===== src/rtl/uart_pkg.sv =====
// rtl/uart_pkg.sv - shared UART constants, receive state encoding and a majority helper
package uart_pkg;

  localparam int UART_CYCLES_PER_BIT = 868;
  localparam int UART_DATA_BITS      = 8;

  typedef enum logic [2:0] {
    IDLE,
    START,
    DATA,
    STOP,
    BREAK
  } uart_rx_state_e;

  function automatic logic maj3(input logic a, input logic b, input logic c);
    return (a & b) | (a & c) | (b & c);
  endfunction

endpackage


===== src/rtl/uart_receiver_if.sv =====
// rtl/uart_receiver_if.sv - received-byte handshake and per-frame status pulses
interface uart_receiver_if;
  import uart_pkg::*;

  logic [UART_DATA_BITS-1:0] parallel_out;
  logic                      rx_valid;
  logic                      rx_ready;
  logic                      frame_err;
  logic                      overrun;

  modport master (
    output parallel_out, rx_valid, frame_err, overrun,
    input  rx_ready
  );

  modport slave (
    input  parallel_out, rx_valid, frame_err, overrun,
    output rx_ready
  );

endinterface


===== src/rtl/uart_rx_sync.sv =====
// rtl/uart_rx_sync.sv - two-flop synchronizer for the serial line, flops reset to idle-high
module uart_rx_sync (
  input  logic clk,
  input  logic reset,
  input  logic d,
  output logic q
);

  logic meta;

  always_ff @(posedge clk or negedge reset) begin
    if (!reset) begin
      meta <= 1'b1;
      q    <= 1'b1;
    end else begin
      meta <= d;
      q    <= meta;
    end
  end

endmodule


===== src/rtl/uart_receiver.sv =====
// rtl/uart_receiver.sv - 8N1 UART receiver, MSB-first, valid/ready output with framing/overrun pulses
// Optional UART_RX_MAJORITY_EN: 2-of-3 vote around each sample point, decisions one cycle later.
module uart_receiver
  import uart_pkg::*;
#(
  parameter int CYCLES_PER_BIT = UART_CYCLES_PER_BIT,
  parameter int DATA_BITS      = UART_DATA_BITS
) (
  input  logic                   clk,
  input  logic                   reset,
  input  logic                   serial_in,
  output logic                   busy,
  uart_receiver_if.master        rx
);

  localparam int CW = $clog2(CYCLES_PER_BIT);
  localparam int BW = $clog2(DATA_BITS);
  localparam int H  = CYCLES_PER_BIT / 2;

`ifdef UART_RX_MAJORITY_EN
  localparam logic [CW-1:0] START_LAST = CW'(H);
`else
  localparam logic [CW-1:0] START_LAST = CW'(H - 1);
`endif
  localparam logic [CW-1:0] BIT_LAST = CW'(CYCLES_PER_BIT - 1);
  localparam logic [BW-1:0] BIT_MAX  = BW'(DATA_BITS - 1);

  uart_rx_state_e       state, state_nxt;
  logic                 rx_s;
  logic                 sample_bit;
  logic [CW-1:0]        cnt;
  logic [BW-1:0]        bit_idx;
  logic [DATA_BITS-1:0] shreg;
  logic                 cnt_clr, shift_en, good_byte, bad_stop;

  uart_rx_sync u_sync (
    .clk   (clk),
    .reset (reset),
    .d     (serial_in),
    .q     (rx_s)
  );

`ifdef UART_RX_MAJORITY_EN
  // hist[1] is the point-1 value and hist[0] the point value when deciding at point+1
  logic [1:0] hist;

  always_ff @(posedge clk or negedge reset) begin
    if (!reset) hist <= 2'b11;
    else        hist <= {hist[0], rx_s};
  end

  assign sample_bit = maj3(hist[1], hist[0], rx_s);
`else
  assign sample_bit = rx_s;
`endif

  assign busy = (state != IDLE);

  always_ff @(posedge clk or negedge reset) begin
    if (!reset) state <= IDLE;
    else        state <= state_nxt;
  end

  always_comb begin
    state_nxt = state;
    cnt_clr   = 1'b0;
    shift_en  = 1'b0;
    good_byte = 1'b0;
    bad_stop  = 1'b0;
    case (state)
      IDLE: begin
        if (!rx_s) begin
          state_nxt = START;
          cnt_clr   = 1'b1;
        end
      end
      START: begin
        if (cnt == START_LAST) begin
          cnt_clr   = 1'b1;
          state_nxt = sample_bit ? IDLE : DATA;
        end
      end
      DATA: begin
        if (cnt == BIT_LAST) begin
          cnt_clr  = 1'b1;
          shift_en = 1'b1;
          if (bit_idx == BIT_MAX) state_nxt = STOP;
        end
      end
      STOP: begin
        if (cnt == BIT_LAST) begin
          cnt_clr = 1'b1;
          if (sample_bit) begin
            good_byte = 1'b1;
            state_nxt = IDLE;
          end else begin
            bad_stop  = 1'b1;
            state_nxt = BREAK;
          end
        end
      end
      BREAK: begin
        if (rx_s) state_nxt = IDLE;
      end
      default: state_nxt = IDLE;
    endcase
  end

  // bit_idx wraps to 0 on the last data shift, ready for the next frame
  always_ff @(posedge clk or negedge reset) begin
    if (!reset) begin
      cnt     <= '0;
      bit_idx <= '0;
      shreg   <= '0;
    end else begin
      if (cnt_clr || state == IDLE || state == BREAK) cnt <= '0;
      else                                            cnt <= cnt + CW'(1);
      if (shift_en) begin
        bit_idx <= bit_idx + BW'(1);
        shreg   <= {shreg[DATA_BITS-2:0], sample_bit};
      end
    end
  end

  always_ff @(posedge clk or negedge reset) begin
    if (!reset) begin
      rx.parallel_out <= '0;
      rx.rx_valid     <= 1'b0;
      rx.frame_err    <= 1'b0;
      rx.overrun      <= 1'b0;
    end else begin
      rx.frame_err <= bad_stop;
      rx.overrun   <= good_byte && rx.rx_valid && !rx.rx_ready;
      if (good_byte) begin
        rx.rx_valid <= 1'b1;
        if (!rx.rx_valid || rx.rx_ready) rx.parallel_out <= shreg;
      end else if (rx.rx_valid && rx.rx_ready) begin
        rx.rx_valid <= 1'b0;
      end
    end
  end

endmodule


===== src/flat_wrapper.sv =====
// flat-port wrapper written by rule: the top's interface ports become plain ports
module uart_receiver_flat import uart_pkg::*;
#(
  parameter int CYCLES_PER_BIT = UART_CYCLES_PER_BIT,
  parameter int DATA_BITS      = UART_DATA_BITS
)
  (clk, reset, serial_in, busy, rx_parallel_out, rx_rx_valid, rx_frame_err, rx_overrun, rx_rx_ready);
  uart_receiver_if rx_i ();
  input  logic clk;
  input  logic reset;
  input  logic serial_in;
  output logic busy;
  output wire logic [$bits(rx_i.parallel_out)-1:0] rx_parallel_out;
  output wire logic [$bits(rx_i.rx_valid)-1:0] rx_rx_valid;
  output wire logic [$bits(rx_i.frame_err)-1:0] rx_frame_err;
  output wire logic [$bits(rx_i.overrun)-1:0] rx_overrun;
  input wire logic [$bits(rx_i.rx_ready)-1:0] rx_rx_ready;
  assign rx_parallel_out = rx_i.parallel_out;
  assign rx_rx_valid = rx_i.rx_valid;
  assign rx_frame_err = rx_i.frame_err;
  assign rx_overrun = rx_i.overrun;
  assign rx_i.rx_ready = rx_rx_ready;
  uart_receiver #(.CYCLES_PER_BIT(CYCLES_PER_BIT), .DATA_BITS(DATA_BITS)) u_core (.clk(clk), .reset(reset), .serial_in(serial_in), .busy(busy), .rx(rx_i));
endmodule

===== config.mk =====
export PLATFORM = sky130hd
export DESIGN_NAME = uart_receiver_flat
export DESIGN_NICKNAME = d
export VERILOG_FILES = /design/src/rtl/uart_pkg.sv /design/src/rtl/uart_receiver_if.sv /design/src/rtl/uart_rx_sync.sv /design/src/rtl/uart_receiver.sv /design/src/flat_wrapper.sv
export SDC_FILE = /design/constraint.sdc
export NUM_CORES = 1
export LEC_CHECK = 0
export CAP_MARGIN = 25
export CORE_ASPECT_RATIO = 1.1
export CORE_UTILIZATION = 50
export CTS_CLUSTER_DIAMETER = 40
export DETAILED_ROUTE_END_ITERATION = 7
export DONT_BUFFER_PORTS = 1
export PLACE_DENSITY_LB_ADDON = 0.2
export SYNTH_ARGS = -nofsm -noshare
export SYNTH_HDL_FRONTEND = slang
export SYNTH_SLANG_ARGS = --single-unit

===== constraint.sdc =====
create_clock -name clk -period 2.05 [get_ports clk]
set_clock_uncertainty 0.1 [all_clocks]
set_input_delay 0.3075 -clock clk [delete_from_list [all_inputs] [get_ports clk]]
set_output_delay 0.3075 -clock clk [all_outputs]
set_load 0.02 [all_outputs]

Word level (Yosys, flattened, before mapping)

Index checks and enable logic that the tools add are counted.

Register bits after elaboration: 37
Output and inout bits: 12
Input bits: 4

Reductions and logical operators: 14
Muxes and demuxes: 22
Add/subtract/negate cells: 2
Equality and inequality tests: 13

Operators by type and width:

| cell                  | number |
|---|---|
| $mux 3                | 7 |
| $pmux 3 s5            | 1 |
| $mux 1                | 11 |
| $add 10x1->10 const B | 1 |
| $eq 10x10->1 const B  | 1 |
| $eq 10x9->1 const B   | 1 |
| $mux 10               | 1 |
| $ne 2x1->1 const B    | 4 |
| $eq 3x2->1 const B    | 2 |
| $eq 3x3->1 const B    | 2 |
| $reduce_and 6->1      | 1 |
| $ne 2x2->1 const B    | 2 |
| $add 3x1->3 const B   | 1 |
| $eq 3x1->1 const B    | 1 |
| $logic_and 1x1->1     | 3 |
| $logic_not 3->1       | 1 |
| $logic_or 1x1->1      | 3 |
| $pmux 1 s3            | 1 |
| $reduce_bool 3->1     | 1 |
| $logic_not 1->1       | 2 |
| $mux 2                | 1 |
| $reduce_and 2->1      | 1 |
| $reduce_bool 2->1     | 1 |
| $reduce_or 2->1       | 1 |

Logic depth before layout (Yosys ltp)

Depth after elaboration: 6
Mapped depth: 6
Mapped depth without buffers: 6

Hierarchy

A second synthesis with hierarchy kept.

Cells, all modules: 134
Area total of the unflattened synthesis: 1634.1 sq um

By module, submodules not included:

| module        | sequential area each (sq um) | cells each | area an instance (sq um) | times used |
|---|---|---|---|---|
| uart_receiver | 875.8                        | 132        | 1581.5                   | 1 |
| uart_rx_sync  | 52.6                         | 2          | 52.6                     | 1 |

Least setup slack after synthesis

No wires, ideal clock.

Path type: flip-flop to flip-flop
Start point: register u_core.cnt[2]
End point: register u_core.bit_idx[1]
Data arrival time: 2.007 ns
Cell stages (with the launch flop): 7
Setup slack: -0.182 ns
Data required time: 1.825 ns
Clock period less this slack: 2.232 ns
Buffers on the path: 2
Cell sequence: dfrtp_1 -> or3b_1 -> buf_6 -> or4_4 -> nor2_4 -> buf_12 -> mux2_4

Longest elaborated chain between the ends: 3

RTL lines:

| item                     | RTL line             | RTL |
|---|---|---|
| start: declaration       | uart_receiver.sv:31  | `logic [CW-1:0] cnt;` |
| start signal: assignment | uart_receiver.sv:117 | `else cnt <= cnt + CW'(1);` |
| $eq 10x10->1             | uart_receiver.sv:84  | `if (cnt == BIT_LAST) begin` |
| $mux 1                   | uart_receiver.sv:84  |  |
| $mux 1                   | uart_receiver.sv:70  | `case (state)` |
| end signal: assignment   | uart_receiver.sv:119 | `bit_idx <= bit_idx + BW'(1);` |
| end: declaration         | uart_receiver.sv:32  | `logic [BW-1:0] bit_idx;` |

Every way passes these cells.
A chain may end at the register's enable or synchronous reset.

Worst setup path in the final report

Start point: register u_core.cnt[3]
End point: register u_core.shreg[5]

Longest elaborated chain between the ends: 3

RTL lines:

| item                   | RTL line             | RTL |
|---|---|---|
| $eq 10x10->1           | uart_receiver.sv:84  |  |
| $mux 1                 | uart_receiver.sv:84  |  |
| $mux 1                 | uart_receiver.sv:70  |  |
| end signal: assignment | uart_receiver.sv:120 | `shreg <= {shreg[DATA_BITS-2:0], sample_bit};` |
| end: declaration       | uart_receiver.sv:33  | `logic [DATA_BITS-1:0] shreg;` |

Every way passes these cells.

==> flow_metrics.tcl <==
set metrics [dict create \
    place.gp.congestion 0.8182 \
    start_kind "flop" \
    detail_route.first_pass.iterations 4 \
    cts_sinks 37 \
    cts_buffer_depth 2 \
    area_growth_pct 20.12 \
    synthesis.nets 134 \
    synth-seq-cells 37 \
    synth-main-ff-cell "dfrtp_1" \
    clk_pin_slew_ns 0.10 \
    postRouteAntennaNets 0 \
    syn_area_sq_mm 0.001660 \
    drv_slew 0 \
    internal-power_uw 877.0 \
    io_pins 16 \
    grt_max_degree 38 \
    grt_pass1_vias 1155 \
    hpwl_mm 2.057 \
    switching_share_pct 20.94 \
    yosysUniqueCellTypes 35 \
    route.detailed.drc 0 \
    worst_setup_path_end_kind "flop" \
    r2r_slack_ns -0.09 \
    tightest_slew_ns 0.3636 \
    grt_pass1_wl_mm 5.112 \
    overflow 0 \
    antennaDiodeCount 0 \
    cts_root_buf "clkbuf_4" \
    dp.cells 178 \
    setup_viol 10 \
    comb_power_share_pct 1.9 \
    async_reset_ff_share_pct 100.0 \
    cp_data_arrival_time_ns 2.25 \
    viasPerCell 5.450 \
    slew_headroom_pct 75.76 \
    period_minus_slack_ns 2.137 \
    finalCoreUtilization_pct 64.33 \
    port_buffers 0 \
    final_nets 164 \
    netlist_top_cells_count "dfrtp_1, nor2_1, mux2_2, mux2_4, xor2_1" \
    die_h_microns 62.44 \
    drv_cap 0 \
    fin_crit_sh_pct 104.2 \
    yosys_warnings 0 \
    numCtsBuffers 5 \
    cts_max_level 2 \
    track_usage_pct 18.95 \
    worst_ep_required_time_ns 2.16 \
    seqPwrFrac_pct 66.3 \
    core_sq_mm 0.003100 \
    p_leak_nw 0.9918 \
    fin_cells 191 \
    synth_top_area_cell "dfrtp_1" \
    wire_per_inst_microns 15.02 \
    setup_ws_ns -0.08662 \
    avgSynthCellArea_sq_um 13.18 \
    rsz0062_at_grt "yes" \
    die_width_microns 56.95 \
    p_switching_uw 232.2 \
    hold_viol 0 \
    clkPwrFrac_pct 31.7 \
    cts_tree "done" \
    wirelength_mm 2.868 \
    violations "setup timing" \
    crit_type "flop to flop" \
    die-area_sq_mm 0.003555 \
    worst_hold_path_type "input pin to flop" \
    syn_inst 126 \
    synth-edff-count 0 \
    ir_drop_uv 346.5 \
    clock_latency_ns 0.33 \
    yosys.area.top_type_share_pct 52.75 \
    vias 1041 \
    rows 21 \
    start_util_pct 53.55 \
    path_max_fanout 7 \
    status "complete, but fails checks" \
    fillers 236 \
    layout-drive-gt1-share_pct 39.49 \
    antenna_found_initial 0 \
    synth_area_leaders "dfrtp_1, mux2_4, mux2_2" \
    synth.most_common_cell "dfrtp_1" \
    tns_ns -0.7752 \
    seq_area_frac_synth_pct 55.92 \
    drt_iter0_drc 35 \
    powerDensity_mw_per_mm2 556.1 \
    clock.fmax_mhz 468.0 \
]
[stage by stage]
step | total power, mW | setup slack [ns] | instance area, sq um | hold WS (ns)
after CTS | 1.130 | -0.09263 | 1957 | 0.07943
final | 1.109 | -0.08662 | 1994 | 0.09796
after global placement | 0.7505 | -0.08197 | 1839 | -0.08733
after floorplan | 0.7497 | -0.1269 | 1663 | -0.08809
after detailed placement | 0.7507 | -0.1042 | 1839 | -0.08726
after global routing | 1.160 | -0.1281 | 1994 | 0.09677
[state kept, by name, summed over array words and instances, names as in the netlist]
name and flops:
u_core.cnt 10, u_core.rx.parallel_out 8, u_core.shreg 8, u_core.bit_idx 3
u_core.state 3, u_core.rx.frame_err 1, u_core.rx.overrun 1, u_core.rx.rx_valid 1
u_core.u_sync.meta 1, u_core.u_sync.q 1
[cell usage in the layout (no fill, tap or decap), types with 4 or more instances in the layout]
cell type / count
mux2_4: 10
buf_4: 18
nor2_1: 16
inv_1: 4
xor2_1: 5
mux2_2: 8
nand3_1: 4
buf_6: 4
dfrtp_1: 35
clkbuf_4: 5
ha_1: 4
[final cells by class]
class / count / area, sq um / share of cell area [%]
sequential: 37 / 928.4 / 46.55
tap: 34 / 42.54 / 2.133
inverter: 4 / 15.01 / 0.7528
clock buffer: 8 / 48.80 / 2.447
multi-input combinational: 82 / 719.4 / 36.07
timing repair buffer: 26 / 240.2 / 12.05
[timing repair]
| item | 4_1_cts | 5_1_grt |
|---|---|---|
| endpoints found under the hold margin | 38 | 0 |
| setup buffers | 1 | 1 |
| endpoints found under the setup margin | 18 | 21 |
| hold buffers | 3 | 0 |
| cloned | 0 | 0 |
| pin swaps | 3 | 3 |
| resized for setup | 5 | 5 |
[cells by family after synthesis]
logic type	Yosys count	share of synthesized area, %
buffers and inverters	7	3.089
DFF	37	55.92
and+or+nand+nor	46	16.81
xor gates and xnor gates	9	4.748
muxes	18	14.24
AOI/OAI and AO/OA	5	2.186
adders and majority gates	4	3.014
[worst max-delay path: stages (launching register included)]
cell and delay [ns]:
dfrtp_1 0.40, or3b_4 0.40, or4_4 0.54, nor2_4 0.15, buf_12 0.14, mux2_4 0.30
[power by group through the flow]
stage               clock network (mW)  logic (mW)  registers, mW
detailed placement                   0    0.000633          0.750
floorplan                            0    0.000632          0.749
global placement                     0    0.000633          0.750
finish                           0.352      0.0214          0.736
global route                     0.398      0.0254          0.736
CTS                              0.371      0.0229          0.736
[worst paths after layout]
| kind | start | to | cells past startpoint |
|---|---|---|---|
| worst min register to register | u_core.u_sync.meta$_DFF_PN1_ | u_core.u_sync.q$_DFF_PN1_ | 0 |
| min in group asynchronous | reset | u_core.rx.frame_err$_DFF_PN0_ | 2 |
| worst max-delay path | u_core.cnt[3]$_DFF_PN0_ | u_core.shreg[5]$_DFFE_PN0P_ | 5 |
| max in group asynchronous | reset | u_core.u_sync.meta$_DFF_PN1_ | 2 |
| worst min-delay path | rx_rx_ready | u_core.rx.overrun$_DFF_PN0_ | 2 |
| worst max register to register | u_core.cnt[3]$_DFF_PN0_ | u_core.shreg[5]$_DFFE_PN0P_ | 5 |
[layer usage]
metal  share of wire, %  GRT usage (%)  wire (microns)
met5                  0              0               0
met4                1.6          7.317              45
met3                3.5          6.418              99
met2                 50          30.59            1438
met1                 45          23.30            1285
No activity file was read; power rests on OpenSTA's default activity.
